[config.mk]
export PLATFORM = sky130hd
export DESIGN_NAME = uart_rx_param
export DESIGN_NICKNAME = d
export VERILOG_FILES = /design/src/rtl/uart_rx_param.sv
export SDC_FILE = /design/constraint.sdc
export NUM_CORES = 1
export LEC_CHECK = 0
export ABC_CLOCK_PERIOD_IN_PS = 3150
export BUFFER_PORTS_ARGS = -buffer_cell sky130_fd_sc_hd__clkbuf_2
export CELL_PAD_IN_SITES_DETAIL_PLACEMENT = 1
export CELL_PAD_IN_SITES_GLOBAL_PLACEMENT = 1
export CORE_MARGIN = 2
export CORE_UTILIZATION = 50
export CTS_CLUSTER_DIAMETER = 120
export DETAILED_ROUTE_END_ITERATION = 8
export GPL_ROUTABILITY_DRIVEN = 1
export PLACE_DENSITY = 0.92
export SYNTH_ARGS = -nofsm -noshare
export SYNTH_HDL_FRONTEND = slang
export SYNTH_SLANG_ARGS = --single-unit
[constraint.sdc]
create_clock -name sclk -period 3.15 [get_ports sclk]
set_input_delay 0.63 -clock sclk [delete_from_list [all_inputs] [get_ports sclk]]
set_output_delay 0.63 -clock sclk [all_outputs]
set_load 0.02 [all_outputs]
[src/rtl/uart_rx_param.sv]
// uart_rx_param: parametrised oversampling UART receiver.
//
// Receives asynchronous serial frames on rx (idle high, LSB first). Each frame has a start bit,
// DATA_BITS data bits, an optional parity bit and STOP_BITS stop bits. Each received word is
// presented on po_data with a one-cycle po_flag pulse. The error status of that word is held on
// frame_err / parity_err until the next po_flag.
//
// Ports:
//   sclk       in   system clock, rising edge
//   rst        in   asynchronous active-high reset
//   rx         in   serial line, asynchronous to sclk
//   po_data    out  last received word, held until the next po_flag
//   po_flag    out  single-cycle pulse marking a new word on po_data
//   frame_err  out  a stop-bit sample of the word on po_data was 0
//   parity_err out  parity check of the word on po_data failed (0 when PARITY=0)
//   busy       out  high from start-bit detection until the frame ends or is aborted
//
// Optional feature: define RX_MAJORITY_VOTE_EN to take each bit as the 2-of-3 majority of the
// samples at OVERSAMPLE/2-2, OVERSAMPLE/2-1 and OVERSAMPLE/2. Without the macro each bit is a
// single sample at OVERSAMPLE/2-1.

module uart_rx_param #(
  parameter int unsigned CLK_FREQ   = 50_000_000,
  parameter int unsigned BAUD       = 115200,
  parameter int unsigned OVERSAMPLE = 16,
  parameter int unsigned DATA_BITS  = 8,
  parameter int unsigned PARITY     = 0,
  parameter int unsigned STOP_BITS  = 1
) (
  input  logic                 sclk,
  input  logic                 rst,
  input  logic                 rx,
  output logic [DATA_BITS-1:0] po_data,
  output logic                 po_flag,
  output logic                 frame_err,
  output logic                 parity_err,
  output logic                 busy
);

  localparam int unsigned Div   = CLK_FREQ / (BAUD * OVERSAMPLE);
  localparam int unsigned DivW  = (Div > 1) ? $clog2(Div) : 1;
  localparam int unsigned ScntW = $clog2(OVERSAMPLE);
  localparam logic [ScntW-1:0] ScntLast = ScntW'(OVERSAMPLE - 1);
  localparam logic             OddPar   = (PARITY == 1);

  localparam logic [2:0] StIdle   = 3'd0;
  localparam logic [2:0] StStart  = 3'd1;
  localparam logic [2:0] StData   = 3'd2;
  localparam logic [2:0] StParity = 3'd3;
  localparam logic [2:0] StStop   = 3'd4;

  logic                 rx_meta_q, rx_sync_q, rx_prev_q;
  logic [DivW-1:0]      div_q, div_d;
  logic [ScntW-1:0]     scnt_q, scnt_d;
  logic [ScntW-1:0]     hcnt_q, hcnt_d;
  logic                 armed_q, armed_d;
  logic [2:0]           state_q, state_d;
  logic [3:0]           bcnt_q, bcnt_d;
  logic [DATA_BITS-1:0] shift_q, shift_d;
  logic                 par_q, par_d;
  logic                 perr_q, perr_d;
  logic                 ferr_q, ferr_d;
  logic [DATA_BITS-1:0] po_data_q, po_data_d;
  logic                 flag_q, flag_d;
  logic                 frame_err_q, frame_err_d;
  logic                 parity_err_q, parity_err_d;
  logic                 tick, start_det, sample_en, bit_val;

  // Synchronizer resets to idle-high so reset release never looks like a start bit.
  always_ff @(posedge sclk or posedge rst) begin
    if (rst) begin
      rx_meta_q <= 1'b1;
      rx_sync_q <= 1'b1;
      rx_prev_q <= 1'b1;
    end else begin
      rx_meta_q <= rx;
      rx_sync_q <= rx_meta_q;
      rx_prev_q <= rx_sync_q;
    end
  end

  assign tick      = (div_q == DivW'(Div - 1));
  assign start_det = (state_q == StIdle) && armed_q && rx_prev_q && !rx_sync_q;

`ifdef RX_MAJORITY_VOTE_EN
  localparam logic [ScntW-1:0] SampleEarly = ScntW'(OVERSAMPLE / 2 - 2);
  localparam logic [ScntW-1:0] SampleMid   = ScntW'(OVERSAMPLE / 2 - 1);
  localparam logic [ScntW-1:0] SampleLate  = ScntW'(OVERSAMPLE / 2);
  logic [1:0] vote_q;

  always_ff @(posedge sclk or posedge rst) begin
    if (rst) begin
      vote_q <= 2'b11;
    end else if (tick) begin
      if (scnt_q == SampleEarly) vote_q[0] <= rx_sync_q;
      if (scnt_q == SampleMid)   vote_q[1] <= rx_sync_q;
    end
  end

  assign sample_en = tick && (scnt_q == SampleLate);
  assign bit_val   = (vote_q[0] & vote_q[1]) | (vote_q[0] & rx_sync_q) | (vote_q[1] & rx_sync_q);
`else
  localparam logic [ScntW-1:0] SampleMid = ScntW'(OVERSAMPLE / 2 - 1);

  assign sample_en = tick && (scnt_q == SampleMid);
  assign bit_val   = rx_sync_q;
`endif

  always_comb begin
    div_d        = tick ? '0 : div_q + DivW'(1);
    scnt_d       = scnt_q;
    hcnt_d       = hcnt_q;
    armed_d      = armed_q;
    state_d      = state_q;
    bcnt_d       = bcnt_q;
    shift_d      = shift_q;
    par_d        = par_q;
    perr_d       = perr_q;
    ferr_d       = ferr_q;
    po_data_d    = po_data_q;
    flag_d       = 1'b0;
    frame_err_d  = frame_err_q;
    parity_err_d = parity_err_q;

    if (tick) scnt_d = (scnt_q == ScntLast) ? '0 : scnt_q + ScntW'(1);
    // Phase-align both counters to the detected start edge.
    if (start_det) begin
      div_d  = '0;
      scnt_d = '0;
    end

    // Arm only after rx has stayed high for a whole bit time.
    if (!rx_sync_q) begin
      hcnt_d = '0;
    end else if (tick && !armed_q) begin
      if (hcnt_q == ScntLast) armed_d = 1'b1;
      else                    hcnt_d  = hcnt_q + ScntW'(1);
    end

    case (state_q)
      StIdle: begin
        if (start_det) state_d = StStart;
      end
      StStart: begin
        if (sample_en) begin
          if (!bit_val) begin
            state_d = StData;
            bcnt_d  = '0;
            par_d   = 1'b0;
            perr_d  = 1'b0;
            ferr_d  = 1'b0;
          end else begin
            state_d = StIdle;
          end
        end
      end
      StData: begin
        if (sample_en) begin
          shift_d = {bit_val, shift_q[DATA_BITS-1:1]};
          par_d   = par_q ^ bit_val;
          if (bcnt_q == 4'(DATA_BITS - 1)) begin
            bcnt_d  = '0;
            state_d = (PARITY != 0) ? StParity : StStop;
          end else begin
            bcnt_d = bcnt_q + 4'd1;
          end
        end
      end
      StParity: begin
        if (sample_en) begin
          perr_d  = ((par_q ^ bit_val) != OddPar);
          state_d = StStop;
        end
      end
      StStop: begin
        if (sample_en) begin
          ferr_d = ferr_q | ~bit_val;
          if (bcnt_q == 4'(STOP_BITS - 1)) begin
            po_data_d    = shift_q;
            frame_err_d  = ferr_d;
            parity_err_d = perr_q;
            flag_d       = 1'b1;
            state_d      = StIdle;
            // A bad stop bit may be a break; demand a full idle bit before the next frame.
            if (ferr_d) begin
              armed_d = 1'b0;
              hcnt_d  = '0;
            end
          end else begin
            bcnt_d = bcnt_q + 4'd1;
          end
        end
      end
      default: state_d = StIdle;
    endcase
  end

  always_ff @(posedge sclk or posedge rst) begin
    if (rst) begin
      div_q        <= '0;
      scnt_q       <= '0;
      hcnt_q       <= '0;
      armed_q      <= 1'b0;
      state_q      <= StIdle;
      bcnt_q       <= '0;
      shift_q      <= '0;
      par_q        <= 1'b0;
      perr_q       <= 1'b0;
      ferr_q       <= 1'b0;
      po_data_q    <= '0;
      flag_q       <= 1'b0;
      frame_err_q  <= 1'b0;
      parity_err_q <= 1'b0;
    end else begin
      div_q        <= div_d;
      scnt_q       <= scnt_d;
      hcnt_q       <= hcnt_d;
      armed_q      <= armed_d;
      state_q      <= state_d;
      bcnt_q       <= bcnt_d;
      shift_q      <= shift_d;
      par_q        <= par_d;
      perr_q       <= perr_d;
      ferr_q       <= ferr_d;
      po_data_q    <= po_data_d;
      flag_q       <= flag_d;
      frame_err_q  <= frame_err_d;
      parity_err_q <= parity_err_d;
    end
  end

  assign po_data    = po_data_q;
  assign po_flag    = flag_q;
  assign frame_err  = frame_err_q;
  assign parity_err = parity_err_q;
  assign busy       = (state_q != StIdle);

endmodule

Word level (Yosys, flattened, before mapping)
Cells that the tools add are included.
{"block": "word_totals", "output_inout_bits": 12, "mem_bits_rw": 0, "wordCells": 109, "mem_bits_ro": 0, "latch_bits": 0, "memories": 0, "reg_bits": 46}
{"block": "op_classes", "eq_ne": 18, "reduce_logical": 22, "n_shift": 0, "n_bitwise": 3, "n_lt_le_gt_ge": 0, "div_mod_pow": 0, "n_mux": 45, "mul": 0, "n_addsub": 4}
{"operator": "$mux W4", "n": 16}
{"operator": "$mux W3", "n": 7}
{"operator": "$ne A2 B2 Y1 const B", "n": 9}
{"operator": "$pmux W3 S5", "n": 1}
{"operator": "$mux W1", "n": 14}
{"operator": "$add A4 B1 Y4 const B", "n": 3}
{"operator": "$pmux W4 S3", "n": 1}
{"operator": "$reduce_and A4 Y1", "n": 3}
{"operator": "$mux W5", "n": 2}
{"operator": "$eq A4 B3 Y1 const B", "n": 2}
{"operator": "$eq A4 B4 Y1 const B", "n": 2}
{"operator": "$reduce_bool A2 Y1", "n": 4}
{"operator": "$reduce_and A7 Y1", "n": 1}
{"operator": "$eq A3 B2 Y1 const B", "n": 2}
{"operator": "$pmux W1 S2", "n": 3}
{"operator": "$reduce_and A6 Y1", "n": 1}
{"operator": "$reduce_bool A3 Y1", "n": 2}
{"operator": "$add A5 B1 Y5 const B", "n": 1}
{"operator": "$eq A5 B5 Y1 const B", "n": 1}
{"operator": "$logic_and A1 B1 Y1", "n": 5}
{"operator": "$logic_not A4 Y1", "n": 1}
{"operator": "$eq A3 B1 Y1 const B", "n": 1}
{"operator": "$eq A3 B3 Y1 const B", "n": 1}
{"operator": "$logic_not A3 Y1", "n": 1}
{"operator": "7 further kinds", "n": 8}

Logic depth before layout (Yosys ltp)
Gate-level depths: netlist of the first run.
{"block": "logic_depth", "depth_word": 8, "ltp_mapped": 8, "ltp_nobuf": 7}

Least setup slack after synthesis of the first run
OpenSTA, ideal clock, no wires.
{"block": "synth_timing", "kind": "flip-flop to flip-flop", "from": "register bcnt_q[0]", "to": "register armed_q", "t_arrival_ps": 1785, "slack_ps": 1239, "setup_time_ps": 126, "stages_incl_launch_ff": 8, "synth_period_minus_slack_ps": 1911, "required_ps": 3024, "cell_sequence": "dfrtp_1 inv_1 ha_1 or3b_4 or4b_4 buf_6 a21oi_2 a211oi_1"}
{"block": "synth_between", "elab_chain_len": 4}
{"element": "start, declared", "line": "58", "source": "logic [3:0] bcnt_q, bcnt_d;"}
{"element": "start signal, assigned", "line": "220", "source": "bcnt_q <= bcnt_d;"}
{"element": "$logic_not A4 Y1", "line": "178", "source": "if (bcnt_q == 4'(STOP_BITS - 1)) begin"}
{"element": "$mux W1", "line": "178"}
{"element": "$mux W1", "line": "176", "source": "if (sample_en) begin"}
{"element": "$mux W1", "line": "140", "source": "case (state_q)"}
{"element": "named net armed_d", "line": "56", "source": "logic armed_q, armed_d;"}
{"element": "end signal, assigned", "line": "218", "source": "armed_q <= armed_d;"}
{"element": "end, declared", "line": "56"}
The timed path passes the listed nets, and every way through them passes these cells.
A chain may end at the register's enable or synchronous reset.

Worst setup path after layout of the first run
{"block": "layout_timing", "from": "register bcnt_q[0]", "to": "register frame_err_q (netlist: frame_err)"}
{"block": "layout_between", "elab_chain_len": 2}
{"element": "$logic_not A4 Y1", "line": "178"}
{"element": "$reduce_and A3 Y1 (no source line)"}
{"element": "end signal, assigned", "line": "227", "source": "frame_err_q <= frame_err_d;"}
{"element": "end, declared", "line": "65", "source": "logic frame_err_q, frame_err_d;"}
No other way between the ends.

==> results summary, run 1 <==
The run finished with clean final reports. The data required time of the worst path is 3.37 ns. The hold violation count in the final report is 0. The maximum number of pins on one net before global-route repair came out at 47.

The clock slew seen by the registers of the worst setup and hold paths came out at 0.08 ns. The post-detailed-routing wire length came out at 4830 um. The portion of total power attributed to sequential cells is 0.601. The clock network fraction of design power came out at 0.383. The share of cells above drive strength 1 is 0.1903.

In this run the worst hold path is classified as flop to flop. The portion of the post-synthesis area used by sequential elements is 0.5305. Clock tree synthesis found a total of 46 sinks. The upper clock frequency limit came out at 0.4606 GHz. The cell area after synthesis came out at 2177 um^2. The path type of the worst setup path is flop to flop. The count of cells resized by post-cts repair came out at 0.

The peak fanout along the critical path is 13. The number of global-route vias before repair came out at 1,753. The root buffer cell chosen for the clock tree is sky130_fd_sc_hd__clkbuf_8. The tightest slew margin relative to the limit came out at 0.3650. At the pin with the least slew margin, the transition time is 0.9511 ns. The detailed router placed 1,610 vias in this run. The commonest register cell after synthesis is sky130_fd_sc_hd__dfrtp_1.

The compound-cell area share of the yosys netlist is 0.09770. The internal cell power came out at 772.5 uW. The initial standard-cell utilization of the core is 0.5328. Setup violations remaining at the end of the flow were counted as 0. Hold timing on the final database bottoms out at a slack of 0.3634 ns. The number of unique standard cell types used by synthesis came out at 46. The critical path goes through inv_1 -> ha_1 -> or3b_4 -> or4b_4 -> inv_2 -> nor2_1 -> a31oi_1. The met1 demand-to-capacity share in global routing is 0.2805. In this run the deepest clock path goes through 2 buffers.

The endpoint identified for the worst register-to-register timing path is frame_err. The largest single stage delay on the critical path is 0.61 ns. The count of H-tree levels built during CTS is 2. The post-CTS setup repair buffer count came out at 0.

Setup repair after global routing left no endpoint under its margin. The number of vias per cell came out at 5.833. By area, the combinational part of the netlist is dominated by simple AND/OR/NAND/NOR gates.

The summed negative setup slack over all endpoints came out at 0 ns. The global routing met2 resource utilization is 0.3608. The final layout net count came out at 234. The maximum clock skew at final layout came out at 0.009302 ns. The global routing stage identified its most utilized layer as met2.

The first-pass GRT wire length is 8480 um. The beginning of the worst register-to-register path is bcnt_q[0]. The number of storage elements in the synthesis netlist is 46. The horizontal die dimension is 69.99 um.

The DRC violation total after the first TritonRoute iteration is 76. The fraction of synthesized cell area in xor and xnor cells is 0.02816. The routed length per placed instance came out at 17.50 um. After layout, the minimum clock period comes to 2.171 ns. The remaining antenna violation count after routing is 0.

The number of clock buffers inserted by TritonCTS is 5. Dividing total power by cell area gives a power density of 420.1 nW/um^2. The peak supply drop came out at 0.0002123 V. In this run the worst setup path begins at bcnt_q[0]. The worst setup path is captured at a flop. When the netlist entered floorplanning its net count stood at 220. The number of max-cap violations is 0.

The critical path ends at frame_err. The post-detailed-placement half-perimeter wirelength came out at 3315 um. The cell leakage power came out at 0.001111 uW. The number of buffers added to fix hold violations after cts came out at 0. The floorplan die area came out at 4898 um^2. The count of yosys warnings during synthesis came out at 0.

The global routing met3 resource utilization is 0.05195. The final max-slew violation count is 0. The floorplan step defined a core boundary enclosing 4086 um^2. Of the total synthesized cell area, the portion taken by full adders, half adders and majority gates is 0.03448. The die extent in y is 69.99 um. The worst setup path is launched from a flop.

At the end of routability-driven placement, the weighted congestion stood at 0.7915. Measured in cells, the most critical reg-to-reg path has a length of 7. The utilization after layout came out at 0.5784. The overall fraction of global-route tracks in use is 0.2199. The analysis attributes to net switching a power of 220.5 uW. The DRC violation count after routing came out at 0. The arrival time of the worst setup path came out at 2.39 ns. The post-route clock period utilization came out at 0.6892. From synthesis to final layout, the design area changed by 8.563%. The clock tree from TritonCTS is yes. For the worst-skew pair, the clock arrives at the later sink with an insertion delay of 0.31 ns.

Of the total synthesized cell area, the portion taken by AND, OR, NAND and NOR gates is 0.2270. For this design the top-level I/O count stands at 15. The switching share of power came out at 0.2220. Counting flops with an async set or reset pin after synthesis yields a share of 1.000. The cell with the biggest individual delay on the critical path is sky130_fd_sc_hd__or4b_4. The relative contribution of combinational cells to total power is 0.015. The number of input and output port buffers inserted came out at 14. The number of synthesized flops with an enable pin came out at 0. The initial antenna violation count came out at 0. 0 antenna diodes ended up in the layout.

Synthesis produced 211 cells. The initialized floorplan defines 23 standard-cell rows. After global routing the overflow that remains totals 0. The setup check on the worst reg-to-reg path leaves a slack of 0.98 ns. A synthesized cell averages 10.32 um^2.

The multiplexer fraction of the synthesized cell area came out at 0.04598. Before antenna repair, the detailed router went through 4 iterations.
==> layout by cell type (no fill, tap or decap), drive strengths merged, types with 2 or more instances in the layout <==
cell type,count
a21oi,8
a311oi,3
a31oi,4
and3,2
and4b,2
clkbuf,20
dfrtp,43
dfstp,3
ha,6
inv,8
mux2,8
nand2,36
nand2b,2
nand3,6
nand4,3
nand4b,2
nor2,19
nor2b,3
nor3,5
nor3b,2
nor4,2
nor4b,2
o21ai,8
o31ai,3
or2,2
or3,3
xnor2,3
xor2,4
==> cell usage after synthesis (2+ instances only) <==
| master | count | area share |
|---|---|---|
| sky130_fd_sc_hd__a21oi_1 | 7 | 0.016 |
| sky130_fd_sc_hd__a311oi_1 | 3 | 0.012 |
| sky130_fd_sc_hd__a31oi_1 | 4 | 0.011 |
| sky130_fd_sc_hd__and3_1 | 2 | 0.0057 |
| sky130_fd_sc_hd__and4b_1 | 2 | 0.0092 |
| sky130_fd_sc_hd__buf_2 | 3 | 0.0069 |
| sky130_fd_sc_hd__buf_6 | 2 | 0.010 |
| sky130_fd_sc_hd__clkbuf_1 | 2 | 0.0034 |
| sky130_fd_sc_hd__dfrtp_1 | 43 | 0.49 |
| sky130_fd_sc_hd__dfstp_2 | 3 | 0.036 |
| sky130_fd_sc_hd__ha_1 | 6 | 0.034 |
| sky130_fd_sc_hd__inv_1 | 7 | 0.012 |
| sky130_fd_sc_hd__mux2_2 | 8 | 0.041 |
| sky130_fd_sc_hd__nand2_1 | 36 | 0.062 |
| sky130_fd_sc_hd__nand2b_1 | 2 | 0.0057 |
| sky130_fd_sc_hd__nand3_1 | 6 | 0.014 |
| sky130_fd_sc_hd__nand4_1 | 3 | 0.0086 |
| sky130_fd_sc_hd__nand4b_1 | 2 | 0.0080 |
| sky130_fd_sc_hd__nor2_1 | 19 | 0.033 |
| sky130_fd_sc_hd__nor2b_1 | 3 | 0.0086 |
| sky130_fd_sc_hd__nor3_1 | 5 | 0.011 |
| sky130_fd_sc_hd__nor3b_1 | 2 | 0.0069 |
| sky130_fd_sc_hd__nor4b_1 | 2 | 0.0080 |
| sky130_fd_sc_hd__o21ai_0 | 7 | 0.016 |
| sky130_fd_sc_hd__o31ai_1 | 3 | 0.010 |
| sky130_fd_sc_hd__or2_2 | 2 | 0.0057 |
| sky130_fd_sc_hd__or3_1 | 3 | 0.0086 |
| sky130_fd_sc_hd__xnor2_1 | 3 | 0.012 |
| sky130_fd_sc_hd__xor2_1 | 4 | 0.016 |
==> worst min-delay path by stage <==
| stage | start | endpoint | slack, ns | cells past startpoint |
|---|---|---|---|---|
| 2_1_floorplan | rx_meta_q | bit_val | 0.35 | 0 |
| 3_3_place_gp | rx_meta_q | bit_val | 0.35 | 0 |
| 3_5_place_dp | rx_meta_q | bit_val | 0.35 | 0 |
| 4_1_cts | rx_meta_q | bit_val | 0.36 | 0 |
| 5_1_grt | rx_meta_q | bit_val | 0.37 | 0 |
| 6_report | rx_meta_q | bit_val | 0.36 | 0 |
==> power by group through the flow <==
stage               Combinational, uW  Sequential (uW)  Clock, uW
floorplan                        12.8              606          0
global route                     18.5              598        404
CTS                              16.1              597        386
global placement                 15.7              608          0
detailed placement               16.2              608          0
finish                           15.3              597        381
==> logic make-up after synthesis <==
logic type               Yosys count
AND/OR/NAND/NOR                   95
AO/OA/AOI/OAI                     32
flip-flops                        46
XOR/XNOR                           7
adder cells (fa/ha/maj)            6
multiplexers                       9
buffers and inverters             16
==> worst max-delay path, delay by kind of cell, from the launching register on <==
kind,cells,cell delay (ns)
buf+inv,2,0.34
fa+ha+maj,1,0.14
simple gates,3,1.07
compound gates,1,0.15
flops,1,0.40
==> through the flow <==
step	area (um^2)	cells	total power (uW)	worst slack (ns)
2_1_floorplan	2177	211	618.8	1.239
3_3_place_gp	2268	268	624.0	1.073
3_5_place_dp	2268	268	624.7	1.006
4_1_cts	2364	276	999.5	0.9671
5_1_grt	2364	276	1020	0.8625
6_report	2364	276	993.0	0.9789
==> routing by layer <==
layer  up-vias  wire length [um]
met5         -                 0
met4         0                73
met3         7               111
met2        17              2402
met1       819              2243
li1        767                 -
==> cell type report <==
class | count | area [um^2]
Sequential cell | 46 | 1155
Timing Repair Buffer | 15 | 77.57
Clock buffer | 6 | 82.58
Clock inverter | 2 | 12.51
Inverter | 8 | 30.03
Fill cell | 455 | 1723
Tap cell | 50 | 62.56
Multi-Input combinational cell | 149 | 943.4
==> flip-flops by register name, summed over array words and instances, names as in the netlist <==
name / count
armed_q: 1
bcnt_q: 4
bit_val: 1
div_q: 5
ferr_q: 1
frame_err: 1
hcnt_q: 4
par_q: 1
parity_err: 1
perr_q: 1
po_data: 8
po_flag: 1
rx_meta_q: 1
rx_prev_q: 1
scnt_q: 4
shift_q: 8
state_q: 3
Note: power is estimated with default switching activity, not from simulation.
==> inputs of run 2 (changes only) <==
==> config.mk (replaced) <==
export PLATFORM = sky130hd
export DESIGN_NAME = uart_rx_param
export DESIGN_NICKNAME = d
export VERILOG_FILES = /design/src/rtl/uart_rx_param.sv
export SDC_FILE = /design/constraint.sdc
export NUM_CORES = 1
export LEC_CHECK = 0
export ABC_CLOCK_PERIOD_IN_PS = 2100
export BUFFER_PORTS_ARGS = -buffer_cell sky130_fd_sc_hd__clkbuf_2
export CELL_PAD_IN_SITES_DETAIL_PLACEMENT = 1
export CELL_PAD_IN_SITES_GLOBAL_PLACEMENT = 1
export CORE_MARGIN = 2
export CORE_UTILIZATION = 47
export CTS_CLUSTER_DIAMETER = 120
export DETAILED_ROUTE_END_ITERATION = 8
export GPL_ROUTABILITY_DRIVEN = 1
export PLACE_DENSITY = 0.87
export SYNTH_ARGS = -nofsm -noshare
export SYNTH_HDL_FRONTEND = slang
export SYNTH_SLANG_ARGS = --single-unit
==> constraint.sdc (replaced) <==
create_clock -name sclk -period 2.1 [get_ports sclk]
set_input_delay 0.42 -clock sclk [delete_from_list [all_inputs] [get_ports sclk]]
set_output_delay 0.42 -clock sclk [all_outputs]
set_load 0.02 [all_outputs]
==> results summary, run 2 (same netlist as run 1, synthesis figures left out) <==
The largest buffer count on any clock path is 2 (unchanged). The area of the core is 4414 um^2 (was 4086 um^2). The maximum number of pins on one net before global-route repair is 32 (was 47). The final max-slew violation count is 0 (unchanged). The maximum clock skew at final layout was 0.008667 ns (was 0.009302 ns). The cell chosen for the clock root is sky130_fd_sc_hd__clkbuf_8 (unchanged). The number of vias per cell is 5.657 (was 5.833). The post-detailed-routing wire length is 4574 um (was 4830 um). The data required time of the worst path came out at 2.33 ns (was 3.37 ns). The family with the most delay on the worst path is simple AND/OR/NAND/NOR gates (unchanged). The cell with the biggest individual delay on the critical path is sky130_fd_sc_hd__or4b_4 (unchanged). The worst-skew pair later-pin latency came out at 0.30 ns (was 0.31 ns). The share of cells above drive strength 1 is 0.2137 (was 0.1903).

The initial antenna violation count came out at 0 (unchanged). The post-detailed-placement half-perimeter wirelength is 3199 um (was 3315 um). The horizontal die dimension was 72.06 um (was 69.99 um).

The signed area change from the synthesized netlist to the final layout is 13.74% (was 8.563%). The first-pass GRT wire length came out at 7872 um (was 8480 um). Setup repair after global routing missed its margin: no (unchanged).

The global route total overflow is 0 (unchanged). The post-placement worst setup slack is 0.07202 ns (was 1.006 ns). The final layout net count is 242 (was 234). Most used cells in the layout excluding fill and tap cells: 43 x sky130_fd_sc_hd__dfrtp_1, 36 x sky130_fd_sc_hd__nand2_1, 19 x sky130_fd_sc_hd__nor2_1 (unchanged).

The slack of the critical path was 0.09841 ns (was 0.9789 ns). The post-route clock period utilization came out at 0.9531 (was 0.6892). The number of clock sinks was 46 (unchanged). The utilization after layout came out at 0.5609 (was 0.5784). The floorplan die area came to 5193 um^2 (was 4898 um^2). The total net switching power came out at 325.6 uW (was 220.5 uW). The total of fill cells in the finished design was 493 (was 455). The clock slew seen by the registers of the worst setup and hold paths was 0.09 ns (was 0.08 ns). The cell leakage power came out at 0.001161 uW (was 0.001111 uW).

The initial standard-cell utilization of the core is 0.4932 (was 0.5328). The number of setup violations in the final report came out at 0 (unchanged). The number of clock buffers inserted by TritonCTS is 5 (unchanged). The upper clock frequency limit was 0.4996 GHz (was 0.4606 GHz). The leading cell type in the layout, fill and taps excluded was sky130_fd_sc_hd__dfrtp_1 (unchanged).

The tightest slew margin relative to the limit is 0.6094 (was 0.3650). The peak supply drop came to 0.0003554 V (was 0.0002123 V). The slack of the worst reg-to-reg path is 0.1 ns (was 0.98 ns). The biggest cell delay along the critical path is 0.57 ns (was 0.61 ns). CP cell instances: inv_1 -> ha_1 -> or3b_4 -> or4b_4 -> inv_6 -> nor2_1 -> a31oi_1 (was inv_1 -> ha_1 -> or3b_4 -> or4b_4 -> inv_2 -> nor2_1 -> a31oi_1).

The routability-driven placement congestion ratio came to 0.7956 (was 0.7915). The routed length per placed instance came out at 15.99 um (was 17.50 um). The summed negative setup slack over all endpoints came out at 0 ns (unchanged).

The type of the tightest min-delay check is input pin to async pin (was flop to flop). The number of antenna cells inserted was 0 (unchanged). The portion of total power attributed to sequential cells came out at 0.567 (was 0.601).

The DRC violation count after routing is 0 (unchanged). The shortest clock period the worst path allows after layout came out at 2.002 ns (was 2.171 ns). The worst hold slack after final layout is 0.08024 ns (was 0.3634 ns). The placed instance count is 276 (was 268). The number of iterations in the first detailed-routing pass came out at 5 (was 4). The count of boundary I/O pins is 15 (unchanged). The path type of the worst setup path was flop to flop (unchanged). The DRC violation total after the first TritonRoute iteration was 60 (was 76).

The number of buffers added to fix hold violations after cts is 0 (unchanged). The row count came to 24 (was 23). The relative contribution of combinational cells to total power is 0.018 (was 0.015).

The internal cell power came out at 1253 uW (was 772.5 uW). The remaining antenna violation count after routing came out at 0 (unchanged). The number of max-cap violations came out at 0 (unchanged). The total buffers and inverters traversed by the critical path is 2 (unchanged). The hold violation count in the final report is 0 (unchanged). Run status: complete, no violations (unchanged). The count of H-tree levels built during CTS is 2 (unchanged). The clock network fraction of design power is 0.415 (was 0.383). The die extent in y came out at 72.06 um (was 69.99 um). The measured slew at the worst slew-check pin came out at 0.5823 ns (was 0.9511 ns). The category of the worst setup path capture point is a flop (unchanged).

The peak fanout along the critical path came to 13 (unchanged). The total via count after detailed routing came to 1,618 (was 1,610). The power density over cell area is 637.7 nW/um^2 (was 420.1 nW/um^2). The startpoint type of the worst setup path was a flop (unchanged). The final instance count without filler cells is 286 (was 276). The number of global-route vias before repair came out at 1,711 (was 1,753).

The clock tree from TritonCTS was yes (unchanged). The number of input and output port buffers inserted is 14 (unchanged). The switching share of power was 0.2062 (was 0.2220). The overall fraction of global-route tracks in use came out at 0.1961 (was 0.2199). The arrival time of the worst setup path came out at 2.23 ns (was 2.39 ns).
[run 2: changes by cell type in the layout (fill, tap and decap cells not counted), sizes merged]
cell and delta:
buf +8, bufinv +1, inv -1
[run 2: area by class of cell]
type	instances	area [um^2]	area share
clock buffer	6	72.57	0.02931
sequential	46	1155	0.4664
multi-input combinational	149	957.2	0.3866
timing repair buffer	23	153.9	0.06215
inverter	8	35.03	0.01415
tap	52	65.06	0.02628
clock inverter	2	37.54	0.01516
[run 2: timing repair]
action / 4_1_cts / 5_1_grt
buffers inserted: 0 / 2
endpoints found under the setup margin: 0 / 16
gates resized for setup: 0 / 5
[run 2: power by group through the flow]
| stage | sequential (uW) | clock (uW) | combinational, uW |
|---|---|---|---|
| final | 896 | 655 | 27.7 |
| after global routing | 897 | 707 | 33.1 |
| after CTS | 896 | 678 | 28.9 |
| after detailed placement | 913 | 0 | 28.9 |
| after global placement | 912 | 0 | 28.5 |
| after floorplan | 909 | 0 | 19.3 |
[run 2: metal layers]
| layer | global-route usage | share of wire | vias to the layer above |
|---|---|---|---|
| met5 | 0 | 0 | - |
| met2 | 0.3170 | 0.50 | 16 |
| li1 | - | - | 778 |
| met4 | 0.07757 | 0.0085 | 0 |
| met3 | 0.04722 | 0.023 | 6 |
| met1 | 0.2550 | 0.46 | 818 |
[run 2: worst register-to-register path, delay by kind of cell (launching register included)]
family / cells / cell delay [ns]
AOI/OAI and AO/OA: 1 / 0.14
DFF: 1 / 0.40
and+or+nand+nor: 3 / 1.03
adders and majority gates: 1 / 0.14
buffers and inverters: 2 / 0.24
[run 2: per-stage QoR]
| stage | power (uW) | area [um^2] |
|---|---|---|
| floorplan | 928.2 | 2177 |
| global placement | 940.9 | 2328 |
| detailed placement | 941.8 | 2328 |
| CTS | 1603 | 2439 |
| global route | 1637 | 2476 |
| finish | 1579 | 2476 |
[run 2: worst paths after layout]
check | cells after the start | endpoint | start
max reg2reg | 7 | frame_err | bcnt_q[0]
max in group asynchronous | 3 | rx_prev_q | rst
min in group sclk | 1 | rx_meta_q | rx
min | 2 | par_q | rst
min reg2reg | 0 | bit_val | rx_meta_q
max | 7 | frame_err | bcnt_q[0]
==> inputs of run 3 (changes only) <==
--- a/config.mk
+++ b/config.mk
@@ -9,12 +9,13 @@
 export BUFFER_PORTS_ARGS = -buffer_cell sky130_fd_sc_hd__clkbuf_2
 export CELL_PAD_IN_SITES_DETAIL_PLACEMENT = 1
 export CELL_PAD_IN_SITES_GLOBAL_PLACEMENT = 1
+export CORE_ASPECT_RATIO = 0.7
 export CORE_MARGIN = 2
 export CORE_UTILIZATION = 47
 export CTS_CLUSTER_DIAMETER = 120
 export DETAILED_ROUTE_END_ITERATION = 8
 export GPL_ROUTABILITY_DRIVEN = 1
-export PLACE_DENSITY = 0.87
+export PLACE_DENSITY_LB_ADDON = 0.12
 export SYNTH_ARGS = -nofsm -noshare
 export SYNTH_HDL_FRONTEND = slang
 export SYNTH_SLANG_ARGS = --single-unit
==> results summary, run 3 (same netlist as run 1, synthesis figures left out) <==
The path type of the worst setup path is flop to flop (unchanged). The initial antenna violation count is 0 (unchanged). The cell leakage power was 0.001202 uW (was 0.001161 uW). The final max-slew violation count is 0 (unchanged). The post-detailed-routing wire length came to 5261 um (was 4574 um). The maximum number of pins on one net before global-route repair came out at 47 (was 32). The number of clock sinks came out at 46 (unchanged). The type of the tightest min-delay check is input pin to flop (was input pin to async pin).

The shortest clock period the worst path allows after layout came out at 2.064 ns (was 2.002 ns). The number of global-route vias before repair came to 1,730 (was 1,711). The overall fraction of global-route tracks in use is 0.2108 (was 0.1961). The endpoint of the lowest-slack register-to-register path is po_data[1] (was frame_err). Most used cells in the layout excluding fill and tap cells: 43 x sky130_fd_sc_hd__dfrtp_1, 36 x sky130_fd_sc_hd__nand2_1, 18 x sky130_fd_sc_hd__nor2_1 (was 43 x sky130_fd_sc_hd__dfrtp_1, 36 x sky130_fd_sc_hd__nand2_1, 19 x sky130_fd_sc_hd__nor2_1). The measured slew at the worst slew-check pin was 0.6224 ns (was 0.5823 ns).

The floorplan die area is 5201 um^2 (was 5193 um^2). The launching element of the worst setup path was bcnt_q[0] (unchanged). The area of the core came out at 4404 um^2 (was 4414 um^2). The hold violation count in the final report is 0 (unchanged).

The share of cells above drive strength 1 came out at 0.2562 (was 0.2137). The cell depth of the worst flop-to-flop path came out at 7 (unchanged). The count of boundary I/O pins is 15 (unchanged). The beginning of the worst register-to-register path is bcnt_q[0] (unchanged).

The post-detailed-placement half-perimeter wirelength came out at 3648 um (was 3199 um). The post-placement worst setup slack was -0.01017 ns (was 0.07202 ns). Setup repair after global routing missed its margin: yes (was no). The routed length per placed instance was 17.71 um (was 15.99 um). The tightest slew margin relative to the limit is 0.5822 (was 0.6094). The remaining antenna violation count after routing came out at 0 (unchanged).

The number of antenna cells inserted came out at 0 (unchanged). The total design power came to 1492 uW (was 1579 uW). The number of input and output port buffers inserted came out at 14 (unchanged).

The placement-stage cell area was 2335 um^2 (was 2328 um^2). The upper clock frequency limit is 0.4845 GHz (was 0.4996 GHz). The category of the worst setup path capture point is a flop (unchanged). The slack of the worst reg-to-reg path is 0.04 ns (was 0.1 ns). Run status: complete, no violations (unchanged). The die extent in y came to 60.94 um (was 72.06 um).

The worst hold slack after final layout came out at 0.2000 ns (was 0.08024 ns). The data required time of the worst path is 2.30 ns (was 2.33 ns). The count of H-tree levels built during CTS was 2 (unchanged). The largest buffer count on any clock path came out at 2 (unchanged). The peak supply drop came out at 0.0003759 V (was 0.0003554 V). The design area came out at 2550 um^2 (was 2476 um^2).

The startpoint type of the worst setup path is a flop (unchanged). The final layout net count is 250 (was 242). The DRC violation count after routing came out at 0 (unchanged). The arrival time of the worst setup path is 2.26 ns (was 2.23 ns). The DRC violation total after the first TritonRoute iteration is 103 (was 60). The number of vias per cell came out at 5.721 (was 5.657).

The total via count after detailed routing came out at 1,699 (was 1,618). The signed area change from the synthesized netlist to the final layout came out at 17.13% (was 13.74%). The peak fanout along the critical path came out at 9 (was 13). The number of iterations in the first detailed-routing pass came out at 4 (was 5). The number of setup violations in the final report came out at 0 (unchanged). The cell chosen for the clock root is sky130_fd_sc_hd__clkbuf_8 (unchanged).

The power density over cell area came out at 585.3 nW/um^2 (was 637.7 nW/um^2). The first-pass GRT wire length came out at 8369 um (was 7872 um). The global route total overflow is 0 (unchanged). The clock slew seen by the registers of the worst setup and hold paths was 0.09 ns (about the same). The initial standard-cell utilization of the core is 0.4943 (was 0.4932). The critical path capture point is po_data[1] (was frame_err).

The number of clock buffers inserted by TritonCTS came out at 5 (unchanged). The post-route clock period utilization came out at 0.9829 (was 0.9531). The summed negative setup slack over all endpoints came to 0 ns (unchanged). The worst-skew pair later-pin latency is 0.30 ns (about the same).

The horizontal die dimension came out at 85.35 um (was 72.06 um). The maximum clock skew at final layout came to 0.007429 ns (was 0.008667 ns). The leading cell type in the layout, fill and taps excluded is sky130_fd_sc_hd__dfrtp_1 (unchanged). The routability-driven placement congestion ratio is 0.8826 (was 0.7956). The slack of the critical path is 0.03583 ns (was 0.09841 ns). The number of max-cap violations came out at 0 (unchanged). The row count came out at 20 (was 24).

The clock tree from TritonCTS is yes (unchanged).
-- run 3: layout make-up --
type	count	area, um^2
timing repair buffer	31	221.5
inverter	8	37.54
multi-input combinational	149	972.2
clock buffer	7	86.33
fill	475	1854
clock inverter	1	8.758
tap	55	68.82
sequential	46	1155
-- run 3: metrics by stage --
stage	utilization	instances
finish	0.5790	297
CTS	0.5534	289
floorplan	-	211
global placement	0.5301	281
detailed placement	0.5301	281
global route	0.5790	297
-- run 3: worst min-delay path by stage --
| stage | startpoint | endpoint | slack [ns] | cells past startpoint |
|---|---|---|---|---|
| CTS | rx | rx_meta_q | 0.20 | 1 |
| detailed placement | rx_meta_q | bit_val | 0.36 | 0 |
| global route | rx | rx_meta_q | 0.19 | 1 |
| global placement | rx_meta_q | bit_val | 0.35 | 0 |
| floorplan | rx_meta_q | bit_val | 0.35 | 0 |
| finish | rx | rx_meta_q | 0.20 | 1 |
-- run 3: timing repair --
item	4_1_cts	5_1_grt
resized for setup	3	10
setup buffers	0	8
hold buffers	0	0
pin swaps	0	2
setup endpoints to repair	1	22
gates cloned	0	0
-- run 3: critical path: stages, from the launching register on --
cell and delay, ns:
sky130_fd_sc_hd__dfrtp_1 0.41, sky130_fd_sc_hd__inv_2 0.10, sky130_fd_sc_hd__ha_4 0.13, sky130_fd_sc_hd__or3b_4 0.39, sky130_fd_sc_hd__or4b_4 0.61, sky130_fd_sc_hd__buf_6 0.18
sky130_fd_sc_hd__nand2_1 0.09, sky130_fd_sc_hd__nand2_1 0.05
-- run 3: power by group --
part	switching, uW	internal, uW	total [uW]	leakage (uW)
registers	1.53	890	892	0.000612
clock network	298	272	570	0.0000489
logic	24.5	6.65	31.1	0.000541
-- run 3: layer usage --
layer / share of wire / vias to the layer above / global-route usage
met5: 0 / - / 0
li1: - / 793 / -
met1: 0.46 / 868 / 0.2640
met4: 0.018 / 0 / 0.09070
met3: 0.028 / 9 / 0.04082
met2: 0.49 / 29 / 0.3661
